[src/rtl/dm_arb_pkg.sv]
// Shared types for the IF/DM memory arbiter: FSM states, access owner, wait-counter width.
package dm_arb_pkg;

    localparam int unsigned CNT_W = 4;

    typedef enum logic [1:0] {
        IDLE,
        ISSUE,
        WAIT,
        RESP
    } arb_state_e;

    typedef enum logic {
        OWN_IF,
        OWN_DM
    } owner_e;

endpackage

[src/rtl/arb_wait_counter.sv]
// Loadable down-counter that times the memory read latency; zero marks the data-valid cycle.
module arb_wait_counter
    import dm_arb_pkg::*;
(
    input  logic             clk,
    input  logic             rst_n,
    input  logic             load,
    input  logic             dec,
    input  logic [CNT_W-1:0] load_val,
    output logic             zero
);

    logic [CNT_W-1:0] count;

    always_ff @(posedge clk or negedge rst_n) begin
        if (!rst_n) begin
            count <= '0;
        end else if (load) begin
            count <= load_val;
        end else if (dec && (count != '0)) begin
            count <= count - 1'b1;
        end
    end

    assign zero = (count == '0);

endmodule

[src/rtl/dm_if_mem_arbiter.sv]
// Shares one single-port synchronous memory between instruction fetch and EX-stage data access,
// alternating grants under contention and stalling the pipeline until each access returns.
module dm_if_mem_arbiter
    import dm_arb_pkg::*;
#(
    parameter int unsigned ADDR_W  = 32,
    parameter int unsigned DATA_W  = 32,
    parameter int unsigned MEM_LAT = 2
)(
    input  logic              clk,
    input  logic              rst,
    input  logic              if_req,
    input  logic [ADDR_W-1:0] if_addr,
    output logic [DATA_W-1:0] if_rdata,
    output logic              if_ready,
    input  logic              dm_enable,
    input  logic              dm_write,
    input  logic [ADDR_W-1:0] dm_addr,
    input  logic [DATA_W-1:0] dm_wdata,
    output logic [DATA_W-1:0] dm_rdata,
    output logic              dm_ready,
    output logic              mem_cs,
    output logic              mem_we,
    output logic [ADDR_W-1:0] mem_addr,
    output logic [DATA_W-1:0] mem_wdata,
    input  logic [DATA_W-1:0] mem_rdata,
    output logic              pipe_stall
);

    localparam logic [CNT_W-1:0] LAT_LOAD = CNT_W'(MEM_LAT - 1);

    arb_state_e state;
    owner_e     owner;
    logic       last_dm;
    logic       wr_flag;
    logic       cnt_zero;

    arb_wait_counter u_wait_cnt (
        .clk      (clk),
        .rst_n    (rst),
        .load     (state == ISSUE),
        .dec      ((state == WAIT) && !cnt_zero),
        .load_val (LAT_LOAD),
        .zero     (cnt_zero)
    );

    always_ff @(posedge clk or negedge rst) begin
        if (!rst) begin
            state     <= IDLE;
            owner     <= OWN_IF;
            last_dm   <= 1'b0;
            wr_flag   <= 1'b0;
            mem_cs    <= 1'b0;
            mem_we    <= 1'b0;
            mem_addr  <= '0;
            mem_wdata <= '0;
            if_ready  <= 1'b0;
            dm_ready  <= 1'b0;
            if_rdata  <= '0;
            dm_rdata  <= '0;
        end else begin
            mem_cs   <= 1'b0;
            mem_we   <= 1'b0;
            if_ready <= 1'b0;
            dm_ready <= 1'b0;
            case (state)
                IDLE: begin
                    // DM wins a tie unless it had the previous grant
                    if (dm_enable && (!if_req || !last_dm)) begin
                        owner     <= OWN_DM;
                        mem_addr  <= dm_addr;
                        mem_wdata <= dm_wdata;
                        wr_flag   <= dm_write;
                        mem_cs    <= 1'b1;
                        mem_we    <= dm_write;
                        state     <= ISSUE;
                    end else if (if_req) begin
                        owner    <= OWN_IF;
                        mem_addr <= if_addr;
                        wr_flag  <= 1'b0;
                        mem_cs   <= 1'b1;
                        state    <= ISSUE;
                    end
                end
                ISSUE: begin
                    last_dm <= (owner == OWN_DM);
                    state   <= WAIT;
                end
                WAIT: begin
                    if (cnt_zero) begin
                        if (owner == OWN_DM) begin
                            if (!wr_flag) begin
                                dm_rdata <= mem_rdata;
                            end
                            dm_ready <= 1'b1;
                        end else begin
                            if_rdata <= mem_rdata;
                            if_ready <= 1'b1;
                        end
                        state <= RESP;
                    end
                end
                RESP: begin
                    state <= IDLE;
                end
                default: begin
                    state <= IDLE;
                end
            endcase
        end
    end

    assign pipe_stall = (dm_enable & ~dm_ready) | (if_req & ~if_ready);

endmodule

[config.mk]
export PLATFORM = sky130hd
export DESIGN_NAME = dm_if_mem_arbiter
export DESIGN_NICKNAME = d
export VERILOG_FILES = /design/src/rtl/dm_arb_pkg.sv /design/src/rtl/arb_wait_counter.sv /design/src/rtl/dm_if_mem_arbiter.sv
export SDC_FILE = /design/constraint.sdc
export NUM_CORES = 1
export LEC_CHECK = 0
export ABC_AREA = 0
export CORE_MARGIN = 5
export CORE_UTILIZATION = 45
export CTS_CLUSTER_DIAMETER = 60
export DETAILED_ROUTE_END_ITERATION = 12
export PLACE_DENSITY = 0.9
export SLEW_MARGIN = 20
export SYNTH_ARGS = -nofsm -noshare
export SYNTH_HDL_FRONTEND = slang
export SYNTH_SLANG_ARGS = --single-unit
[constraint.sdc]
create_clock -name clk -period 3.6 [get_ports clk]
set_input_delay 0.72 -clock clk [delete_from_list [all_inputs] [get_ports clk]]
set_output_delay 0.72 -clock clk [all_outputs]
set_load 0.02 [all_outputs]
# [Word level (Yosys, flattened, before mapping)]
# Index checks and enable logic that the tools add are counted.
[classes] addsub=1 eq_ne=5 n_mux=22 bitwise=7 reduce_logical=17
[op_table] cell="2-to-1 mux 32 bit" count=2
[op_table] cell="2-to-1 mux 1 bit" count=14
[op_table] cell="2-to-1 mux 4 bit" count=2
[op_table] cell="case mux 2 bit (4 select lines)" count=1
[op_table] cell="2-to-1 mux 2 bit" count=3
[op_table] cell="AND reduction 2 bit" count=3
[op_table] cell="== test 2 bit (second input constant)" count=2
[op_table] cell="zero test 4 bit" count=1
[op_table] cell="NOT 1 bit" count=4
[op_table] cell="AND reduction 4 bit" count=1
[op_table] cell="nonzero test 2 bit" count=2
[op_table] cell="nonzero test 4 bit" count=1
[op_table] cell="subtractor 4 x 1 -> 4 bit (second input constant)" count=1
[op_table] cell="logical AND 1 bit" count=3
[op_table] cell="zero test 1 bit" count=3
[op_table] cell="!= test 3 bit (second input constant)" count=1
[op_table] cell="AND reduction 3 bit" count=1
[op_table] cell="bitwise AND 1 bit" count=2
[op_table] cell="== test 2 x 1 -> 1 bit (second input constant)" count=1
[op_table] cell="zero test 2 bit" count=1
[op_table] cell="!= test 2 bit (second input constant)" count=1
[op_table] cell="logical OR 1 bit" count=1
[op_table] cell="bitwise OR 1 bit" count=1
[word_totals] reg_bits=141 wordCells=65

# [Logic depth before layout (Yosys ltp)]
[depth] word_depth=6 mapped_depth=8 mapped_depth_nobuf=5

# [Hierarchy]
# From an unflattened synthesis, not the netlist that was laid out.
[unflattened] hier_cells=440 area_unflattened_um2=5676.7
[modules_own_cells] mod="dm_if_mem_arbiter" n_inst=1 cells_per_inst=413 area_each_um2=5406.4 seq_area_each_um2=3428.3
[modules_own_cells] mod="arb_wait_counter" n_inst=1 cells_per_inst=27 area_each_um2=270.3 seq_area_each_um2=100.1

# [Least setup slack after synthesis]
# OpenSTA, ideal clock, no wires.
[synth_path] path_kind="input -> output" start="in dm_enable" end="out pipe_stall" arrival_ns=1.126 slack_ns=1.754 cell_stages=2 path_cell_list="inv_1 > o22ai_1"
[synth_via] elab_chain_len=2
[synth_rtl] element="from (decl)" line_no="dm_if_mem_arbiter.sv:16" source="input logic dm_enable,"
[synth_rtl] element="bitwise AND 1 bit" line_no="dm_if_mem_arbiter.sv:113" source="assign pipe_stall = (dm_enable & ~dm_ready) | (if_req & ~if_ready);"
[synth_rtl] element="bitwise OR 1 bit" line_no="dm_if_mem_arbiter.sv:113"
[synth_rtl] element="to (decl)" line_no="dm_if_mem_arbiter.sv:27" source="output logic pipe_stall"
# Every way passes these cells.

# [Worst setup path in the final report]
# Same ends and word-level chain as after synthesis.

==> qor.yml <==
switching_share_pct: 36.0
min_path_type: "input port to asynchronous set/reset pin"
clk_pin_slew_worst_paths_ns: 0.06
clock-root-buffer: "clkbuf_16"
finalSetupViolations: 0
synth.distinct_cells: 31
start_util_pct: 46.0
synth.avg_cell_area_sq_um: 14.5
vias: 4195
finalHoldViolCount: 0
grt_pass1_wl_um: 24600
status: "finished clean"
gr-total-overflow: 0
drv_cap: 0
clkPwrFrac_pct: 18.9
ys_warn_count: 0
chipWidth_um: 124
r2r_cells: 6
drive_gt1_share_pct: 16.3
cts_buffers: 17
num-nets-final: 807
synthToLayoutAreaGrowth_pct: 56.4
insertion_delay_ns: 0.41
fin_crit_ns: 2.93
skew_ns: 0.00568
p_int_w: 0.00542
numPortBuffers: 265
first_global_vias: 4715
end_kind: "output port"
syn_inst: 401
period_share_pct: 81.5
cts-htree-levels: 4
tns_ns: 0
gp_congestion: 0.814
core-area_sq_um: 12700
vias_per_cell: 4.91
p_switching_w: 0.00304
die_h_um: 124
cts.sinks: 141
dieArea_sq_um: 15300
ir_drop_mv: 0.404
dp_slack_ns: 0.671
wl_per_cell_um: 18.4
final.setup.worst_slack_ns: 0.668
synth_edf_count: 0
drt_iter0_markers: 190
cts_buffer_depth: 2
antennaDiodeCount: 0
antenna_found_initial: 0
slew_viol_final: 0
p_seq_share_pct: 33.5
path_class: "input port to output port"
p_per_area_nw_per_um2: 927
cts_tree: "built"
hpwl_um: 11600
ys_ff_latch: 141
total_leakage_power_nw: 4.03
synthFlopType: "dfrtp_1"
max_freq_mhz: 341
netlist_area_sq_um: 5830
routed_wl_um: 15700
p_total_w: 0.00846
start_kind: "input port"
postSynth.asyncResetShare_pct: 100
track_usage_pct: 21.1
grt_max_degree: 110
worst_ep_required_time_ns: 2.88
rows: 41
place_area_sq_um: 8580
final_cell_area_sq_um: 9120
timing.reg2reg.setup_slack_ns: 1.25
io_pins: 266
r2r_end: "if_rdata[1]"
pwr-share-comb_pct: 47.6
grt_setup_unrepaired: "no"
arrival_ns: 2.21
dr.pass1.iters: 4
post_cts_buffers: 0
cts.repair.resized: 0
hold_buffers: 0
synth_fp_nets: 539
crit_fanout: 4
drc_errors: 0
relSlewSlack_pct: 35.8
ant_nets: 0
ys_seq_area_share_pct: 60.5
r2r_start: "state[0]"
worstMarginPinSlew_ns: 0.963
[routing by layer]
layer / vias to the layer above / track usage [%] / wire, um
met3: 29 / 7.99 / 1520
met4: 0 / 8.30 / 381
met5: - / 0 / 0
li1: 1928 / - / -
met1: 2057 / 23.7 / 5750
met2: 181 / 36.1 / 8080
[power by group through the flow]
stage | logic [W] | clock network (W) | registers (W)
final | 0.00403 | 0.00160 | 0.00283
after detailed placement | 0.00406 | 0 | 0.00284
after CTS | 0.00409 | 0.00163 | 0.00284
after floorplan | 0.00121 | 0 | 0.00368
after global placement | 0.00396 | 0 | 0.00278
after global routing | 0.00428 | 0.00170 | 0.00294
[per-stage QoR]
| stage | std cells | util (%) | hold slack, ns |
|---|---|---|---|
| finish | 854 | 72.0 | 0.425 |
| global route | 854 | 72.0 | 0.504 |
| CTS | 854 | 72.0 | 0.482 |
| detailed placement | 822 | 67.7 | 0.470 |
| global placement | 822 | 67.7 | 0.463 |
| floorplan | 401 | - | 0.424 |
[critical path, cell delays in order]
cell and delay [ns]:
clkdlybuf4s50_1 0.59, inv_1 0.10, o22ai_1 0.17, clkdlybuf4s50_1 0.63
[flip-flops by register name, indices dropped and copies added (netlist names)]
register / cells
dm_rdata: 32
if_rdata: 32
mem_addr: 32
mem_wdata: 32
u_wait_cnt.count: 4
state: 2
dm_ready: 1
if_ready: 1
last_dm: 1
mem_cs: 1
mem_we: 1
owner: 1
wr_flag: 1
[layout by cell type, fill, tap and decap left out, types with 3 or more instances in the layout]
master and n:
clkdlybuf4s50_1 264, dfrtp_1 141, mux2_2 39, nand2_1 38
mux2i_1 33, o21ai_0 33, mux2_1 30, mux2_4 29
clkbuf_16 17, inv_1 9, buf_4 6, ha_1 5
clkinv_2 5, clkbuf_8 4, clkinvlp_4 4, nor2_1 3
a21oi_1 3
[cell usage after synthesis, types with 3 or more instances]
master    instances  area (sq um)
ha_1              5          62.6
mux2_1           30           338
dfrtp_1         141          3530
buf_12            3          60.1
buf_6             5          56.3
mux2_4           29           435
a21oi_1           3          15.0
mux2i_1          33           330
mux2_2           39           439
inv_1             9          33.8
clkbuf_1          4          15.0
buf_2             9          45.0
nor2_1            3          11.3
nand2_1          38           143
o21ai_0          34           170
[final cells by class]
class,count,area [sq um]
fill,828,3550
sequential,141,3530
timing repair buffer,271,2700
multi-input combinational,229,2100
clock buffer,22,484
tap,172,215
clock inverter,10,63.8
inverter,9,33.8
[how the worst max path moves through the flow]
stage,start,end,slack (ns),cells after the start
final,dm_enable,pipe_stall,0.67,4
after detailed placement,dm_enable,pipe_stall,0.67,4
after global placement,dm_enable,pipe_stall,0.74,4
after floorplan,dm_enable,pipe_stall,1.75,2
after CTS,dm_enable,pipe_stall,0.66,4
after global routing,dm_enable,pipe_stall,0.62,4
[kinds of logic after synthesis]
family | after synthesis | synth area share, %
buffers and inverters | 31 | 3.73
adders and majority gates | 5 | 1.07
muxes | 131 | 26.4
DFF | 141 | 60.5
AOI/OAI and AO/OA | 44 | 4.18
and+or+nand+nor | 49 | 4.10
(Power assumes the default switching activity.)
